`config.mk`:
```
export PLATFORM = sky130hd
export DESIGN_NAME = pe_ctx_seq
export DESIGN_NICKNAME = d
export VERILOG_FILES = /design/src/rtl/pe_ctx_seq.sv
export SDC_FILE = /design/constraint.sdc
export NUM_CORES = 1
export LEC_CHECK = 0
export BUFFER_PORTS_ARGS = -buffer_cell sky130_fd_sc_hd__buf_2
export CAP_MARGIN = 10
export CELL_PAD_IN_SITES_DETAIL_PLACEMENT = 1
export CELL_PAD_IN_SITES_GLOBAL_PLACEMENT = 1
export CORE_MARGIN = 2
export CORE_UTILIZATION = 48
export DETAILED_ROUTE_END_ITERATION = 8
export PLACE_DENSITY_LB_ADDON = 0.08
export SLEW_MARGIN = 20
export SYNTH_ARGS = -nofsm -noshare
export SYNTH_HDL_FRONTEND = slang
export SYNTH_SLANG_ARGS = --single-unit
```
`constraint.sdc`:
```
create_clock -name CLK -period 7.5 [get_ports CLK]
set_input_delay 2.25 -clock CLK [delete_from_list [all_inputs] [get_ports CLK]]
set_output_delay 2.25 -clock CLK [all_outputs]
set_load 0.005 [all_outputs]
```
`src/rtl/pe_ctx_seq.sv`:
```
// Context sequencer for a PE: replays a programmed list of control words
// (contexts 0..last_ctx) for a number of iterations, issuing NOP when idle or stalled.
module pe_ctx_seq #(
  parameter  int DEPTH = 16,
  localparam int AW    = $clog2(DEPTH)
) (
  input  logic          CLK,
  input  logic          RST,
  input  logic          cfg_we,
  input  logic [AW-1:0] cfg_addr,
  input  logic [58:0]   cfg_data,
  input  logic          start,
  input  logic [AW-1:0] last_ctx,
  input  logic [7:0]    iter,
  input  logic          stall,
  output logic [8:0]    control_in,
  output logic [8:0]    control_out,
  output logic [5:0]    control_reg_1,
  output logic [5:0]    control_reg_2,
  output logic [5:0]    control_put_in,
  output logic [5:0]    control_put_out,
  output logic [5:0]    control_send,
  output logic [3:0]    control_pe2fu_1,
  output logic [3:0]    control_pe2fu_2,
  output logic          write_back,
  output logic          ld,
  output logic          ld_write,
  output logic          busy,
  output logic          done,
  output logic [AW-1:0] ctx_ptr,
  output logic [7:0]    iter_cnt
);

  typedef struct packed {
    logic [8:0] control_in;
    logic [8:0] control_out;
    logic [5:0] control_reg_1;
    logic [5:0] control_reg_2;
    logic [5:0] control_put_in;
    logic [5:0] control_put_out;
    logic [5:0] control_send;
    logic [3:0] control_pe2fu_1;
    logic [3:0] control_pe2fu_2;
    logic       write_back;
    logic       ld;
    logic       ld_write;
  } ctx_word_t;

  typedef enum logic [1:0] {
    IDLE = 2'd0,
    RUN  = 2'd1,
    DONE = 2'd2
  } state_t;

  // Only ld set: the register file sees a load with no write-back, i.e. a bubble.
  localparam ctx_word_t NOP_WORD = 59'd2;

  logic [58:0] mem [DEPTH];

  state_t          state;
  ctx_word_t       word_q;
  logic            done_q;
  logic [AW-1:0]   ptr_q;
  logic [7:0]      iter_cnt_q;
  logic [AW-1:0]   last_q;
  logic [7:0]      iter_max_q;

  // NOTE: the context memory has no reset; it is plain storage and survives RST,
  // so a restart after an abort replays the same program.
  always_ff @(posedge CLK) begin
    if (!RST && cfg_we && state == IDLE) begin
      mem[cfg_addr] <= cfg_data;
    end
  end

  // NOTE: all state here uses non-blocking assignments so every register sees
  // pre-edge values, e.g. the RUN branch reads ptr_q before it advances.
  always_ff @(posedge CLK) begin
    if (RST) begin
      state      <= IDLE;
      word_q     <= NOP_WORD;
      done_q     <= 1'b0;
      ptr_q      <= '0;
      iter_cnt_q <= '0;
      last_q     <= '0;
      iter_max_q <= 8'd1;
    end else begin
      word_q <= NOP_WORD;
      done_q <= 1'b0;
      case (state)
        IDLE: begin
          if (start) begin
            state      <= RUN;
            ptr_q      <= '0;
            iter_cnt_q <= '0;
            last_q     <= last_ctx;
            iter_max_q <= (iter == 8'd0) ? 8'd1 : iter;
          end
        end
        RUN: begin
          if (!stall) begin
            word_q <= mem[ptr_q];
            if (ptr_q != last_q) begin
              ptr_q <= ptr_q + 1'b1;
            end else if ({1'b0, iter_cnt_q} + 9'd1 >= {1'b0, iter_max_q}) begin
              state <= DONE;
            end else begin
              ptr_q      <= '0;
              iter_cnt_q <= iter_cnt_q + 8'd1;
            end
          end
        end
        DONE: begin
          done_q <= 1'b1;
          state  <= IDLE;
        end
        default: state <= IDLE;
      endcase
    end
  end

  assign control_in      = word_q.control_in;
  assign control_out     = word_q.control_out;
  assign control_reg_1   = word_q.control_reg_1;
  assign control_reg_2   = word_q.control_reg_2;
  assign control_put_in  = word_q.control_put_in;
  assign control_put_out = word_q.control_put_out;
  assign control_send    = word_q.control_send;
  assign control_pe2fu_1 = word_q.control_pe2fu_1;
  assign control_pe2fu_2 = word_q.control_pe2fu_2;
  assign write_back      = word_q.write_back;
  assign ld              = word_q.ld;
  assign ld_write        = word_q.ld_write;

  assign busy     = (state != IDLE);
  assign done     = done_q;
  assign ctx_ptr  = ptr_q;
  assign iter_cnt = iter_cnt_q;

endmodule

```
### Yosys cells after proc, flatten, opt, wreduce, memory -nomap -nowiden

Memories as Yosys holds them, arrays and structs flattened. A register that Yosys moved wholly into a read port is not among the register bits.
Index checks and enable logic that the tools add are counted.

* add/sub/neg operators: 3
* magnitude comparators: 1
* equality and inequality tests: 9
* mux-type cells: 19
* bitwise operators: 1
* reduce and logical (&&, ||, !) cells: 12

Operators with widths (count)
* 2-to-1 mux 8 bit: 5
* 2-to-1 mux 4 bit: 4
* one-hot mux 8 bit (2 select lines): 1
* != test 2 bit, second input constant: 5
* adder 8 x 1 -> 9 bit, second input constant: 1
* greater-or-equal comparator 9 x 8 -> 1 bit: 1
* adder 8 x 1 -> 8 bit, second input constant: 1
* logical NOT 8 bit: 1
* 2-to-1 mux 2 bit: 4
* one-hot mux 4 bit (2 select lines): 1
* AND reduction 4 bit: 2
* AND reduction 5 bit: 1
* adder 4 x 1 -> 4 bit, second input constant: 1
* != test 4 bit: 1
* one-hot mux 2 bit (2 select lines): 1
* nonzero test 2 bit: 2
* 2-to-1 mux 1 bit: 3
* != test 3 bit, second input constant: 1
* OR reduction 3 bit: 1
* equality test 2 x 1 -> 1 bit, second input constant: 1
* equality test 2 bit, second input constant: 1
* logical AND 1 bit: 2
* logical NOT 2 bit: 1
* AND reduction 2 bit: 1
* other kinds (2): 2

* bits in registers: 27
* memory bits (writable): 944
* input port bits: 80
* logic and storage cells: 52
* memories kept: 1

Memory list
* mem: depth 16, width 59, rd ports 1, clocked after memory_dff 1, write ports 1, RTL line 58 `logic [58:0] mem [DEPTH];`

### Longest topological paths before layout

* depth in word-level cells: 6
* gate-level depth with buffers: 13
* gate-level depth less buffers: 13

### Worst setup path before layout

OpenSTA, ideal clock, no wires.

* path type: in2reg
* start: input port RST
* end: memory mem[0][0] (enable)
* setup time: 0.549 ns
* arrival: 6.835 ns
* data required time: 6.951 ns
* setup slack: 0.116 ns
* cell stages on the path: 3
* path buffers: 0
* path through: nand3b_1 -> or3_1 -> nor3_1

* word-level cells in the longest chain between the ends: 5

Ends and longest elaborated chain
* start, declared: RTL line 8 `input logic RST,`
* logical NOT 1 bit: RTL line 71 `if (!RST && cfg_we && state == IDLE) begin`
* logical AND 1 bit (2 in series): RTL line 71
* 2-to-1 mux 1 bit: RTL line 71
* 2-to-1 mux 1 bit (not written as such): RTL line 72 `mem[cfg_addr] <= cfg_data;`
* end, declared: RTL line 58

Every way passes these cells.

### Worst setup path after layout

* start: input port RST
* end: memory mem[8][9] (enable)

Same word-level chain as after synthesis.

==> flow_summary_export.csv <==
group,metric,value,unit
run_status,status,"finished clean",
placement,gp_congestion,0.7177,
global_routing,grt_pass1_wl,124.6,mm
clock_tree,post_cts_buffers,0,
clock_tree,cts-root-buf,"clkbuf_16",
global_routing,grt-ovfl-total,0,
routing,wl,82.67,mm
yosys,yosys-top-cells-count,"edfxtp_1 (944), mux4_2 (295), dfxtp_1 (86), and2_1 (61), clkbuf_1 (38)",
yosys,synth_most_common_cell,"edfxtp_1",
worst_setup_path,r2r_slack,3.85,ns
floorplan,die_h,287.5,um
sta,rsz0062_at_grt,"false",
power,p_leak,14.15,nW
floorplan,num_rows,103,
placement,dp.cells,2803,
yosys,synth_flop_cell,"edfxtp_1",
global_routing,track_usage,20.61,%
clock_tree,htree_levels,3,
worst_setup_path,cp-end-kind,"register",
clock_tree,insertion_delay,0.67,ns
clock_tree,cts_tree,"done",
hold_path,hold_path.class,"reg2reg",
power,clockPowerShare,42.6,%
yosys,ys_seq_area_share,77.95,%
yosys,netlist_instances,1640,
clock_tree,cts_buffers,105,
layout,final_nets,1952,
sta,period_share,57.66,%
sta,post-route-min-period,4.324,ns
sta,setup-tns-final,0,ns
yosys,ys_async_sr_fraction,0,%
sta,finalMaxSlewViolations,0,
power,internal-power,10.31,mW
worst_setup_path,critPathArrivalTime,4.62,ns
layout,stdcell_count,3008,
worst_setup_path,crit_type,"in2reg",
global_routing,grt_pass1_vias,19110,
yosys,synth.area.top_cells,"edfxtp_1 (73%), mux4_2 (17%), dfxtp_1 (4.5%), and2_1 (0.99%), buf_6 (0.67%)",
worst_setup_path,crit_path_start,"RST",
global_routing,antenna_found_initial,11,
power,vdd_drop_max,0.0002311,V
worst_setup_path,cp-endpoint,"mem[8][9]$_DFFE_PP_",
yosys,synth.avg_cell_area,23.52,um^2
routing,drtPass1Iterations,5,
sta,setup_viol,0,
worst_setup_path,reg2regPathDepth,5,
worst_setup_path,r2r-end,"control_in[6]$_SDFF_PP0_",
yosys,syn_area,0.03857,mm^2
worst_setup_path,cp_max_fo,32,
yosys,synth_edf_count,944,
sta,skew,0.02134,ns
floorplan,ios,153,
yosys,yosys.area.top_type_share,73.49,%
layout,drive_gt1_share,35.40,%
floorplan,die_w,287.5,um
clock_tree,hold_buffers,0,
power,p_sw,2.793,mW
global_routing,grt_max_degree,88,
routing,drt-wirelength-per-cell,27.48,um
worst_setup_path,timing.rr.start,"ctx_ptr[1]$_SDFFE_PP0P_",
routing,ant_nets,0,
routing,drt_iter0_markers,1292,
routing,drc,0,
power,seqPwrFrac,48.7,%
clock_tree,clk_pin_slew_worst_paths,0.06,ns
yosys,synth-seq-cells,1030,
power,power.share.switching,21.31,%
floorplan,initial_core_util,48.67,%
sta,hold_viol,0,
power,p_per_area,294.9,mW/mm^2
routing,vias_per_cell,5.724,
layout,area_growth_syn_to_layout,15.24,%
yosys,ys_warn_count,0,
yosys,syn_nets,1730,
placement,dp_hpwl,46.32,mm
floorplan,coreArea,0.07926,mm^2
sta,worst_pin_slew,1.048,ns
routing,vias,17220,
clock_tree,cts_resized,0,
clock_tree,cts.path.max_buffers,3,
worst_setup_path,required,7.80,ns
placement,port_buffers,152,
sta,fmax,231.2,MHz
worst_setup_path,startpoint_type,"primary input",
yosys,synth_top_area_cell,"edfxtp_1",
sta,slew_headroom,30.14,%
clock_tree,cts.sinks,1030,
flow_run,cap_violations,0,
floorplan,dieArea,0.08264,mm^2
power,p_comb_share,8.8,%
yosys,ys_types,41,
[cell type report]
class | instances | area (um^2)
fillers | 6641 | 34810
repair buffers | 193 | 1134
clock buffers | 139 | 2969
inverters | 12 | 45.04
diodes | 3 | 7.507
clock inverters | 61 | 800.8
flip-flops and latches | 1030 | 30080
well taps | 1050 | 1314
multi-input cells | 520 | 8097
[worst max-delay path, cell delays in order]
cell and delay (ns):
buf_2 0.24, nand3b_1 0.33, nor2_1 0.16, nand2_1 0.24, nor3_2 0.18, buf_4 0.55
buf_4 0.59
[flip-flops by register name, summed over array words and instances (netlist names), 6 cells and up]
| register | flops |
|---|---|
| control_put_out | 6 |
| control_put_in | 6 |
| control_in | 9 |
| control_reg_1 | 6 |
| mem | 944 |
| control_out | 9 |
| control_send | 6 |
| iter_max_q | 8 |
| control_reg_2 | 6 |
| iter_cnt | 8 |
[worst min path at each step]
stage,end,cells past startpoint,from
CTS,last_q[0]$_SDFFE_PP0P_,2,last_q[0]$_SDFFE_PP0P_
finish,iter_max_q[3]$_SDFFE_PP0P_,2,iter_max_q[3]$_SDFFE_PP0P_
detailed placement,iter_max_q[3]$_SDFFE_PP0P_,2,iter_max_q[3]$_SDFFE_PP0P_
floorplan,iter_max_q[1]$_SDFFE_PP0P_,2,iter_max_q[1]$_SDFFE_PP0P_
global route,last_q[0]$_SDFFE_PP0P_,2,last_q[0]$_SDFFE_PP0P_
global placement,iter_max_q[0]$_SDFFE_PP1P_,1,iter_max_q[0]$_SDFFE_PP1P_
[logic make-up (layout without fill, tap and decap cells)]
family                   Yosys count  in the layout  share of synthesized area [%]
multiplexers                     297            297                          17.28
flip-flops                      1030           1030                          77.95
adder cells (fa/ha/maj)           10             10                         0.3244
XOR/XNOR                           8              8                         0.1817
AND/OR/NAND/NOR                  162            162                          2.199
AO/OA/AOI/OAI                     43             43                         0.7072
buffers and inverters             90            405                          1.356
other                              0              3                              0
[metal layers]
metal  global-route usage (%)  vias up  share of wire, %
met5                        0        -             0.034
met4                    5.313        4               1.9
met2                    34.20      337                51
li1                         -     7355                 -
met3                    3.138      119               4.0
met1                    28.93     9403                43
[cell usage in the layout (no fill, tap or decap), types with 2 or more instances in the layout]
cell type,instances
bufinv_16,17
clkbuf_16,108
inv_16,2
edfxtp_1,944
nor2_1,14
xnor2_1,7
nand3_1,10
and2_1,61
nor3_2,5
a31oi_1,3
a2bb2oi_1,3
a21o_1,5
mux4_2,295
nor2b_1,6
buf_16,2
dfxtp_4,4
and3_1,2
clkinvlp_4,7
nor2_4,12
clkinv_4,2
clkinv_2,27
a22o_1,2
o21ai_1,4
dfxtp_1,82
clkbuf_1,16
inv_6,2
clkbuf_8,15
nand4_1,4
nand2_1,34
clkinv_1,3
a21oi_1,19
nand2b_1,7
diode_2,3
ha_1,10
buf_2,152
buf_12,2
buf_4,37
inv_1,12
[metrics by stage]
step | utilization [%] | total power [mW] | setup slack (ns) | instance area (um^2) | hold slack [ns]
after floorplan | - | 7.415 | 0.1160 | 38570 | 0.4363
final | 56.08 | 13.11 | 3.176 | 44450 | 0.4665
after global routing | 56.08 | 13.53 | 3.062 | 44450 | 0.4833
after detailed placement | 51.25 | 7.686 | 2.493 | 40620 | 0.4534
after global placement | 51.25 | 7.670 | 2.519 | 40620 | 0.4486
after CTS | 56.00 | 13.26 | 3.201 | 44390 | 0.4688
[power groups by stage]
stage          combinational (mW)  sequential (mW)  clock [mW]
4_1_cts                      1.19             6.38        5.70
5_1_grt                      1.25             6.38        5.90
3_5_place_dp                 1.18             6.50           0
3_3_place_gp                 1.17             6.50           0
2_1_floorplan               0.957             6.46           0
6_report                     1.15             6.38        5.58
Note: power is estimated with default switching activity, not from simulation.
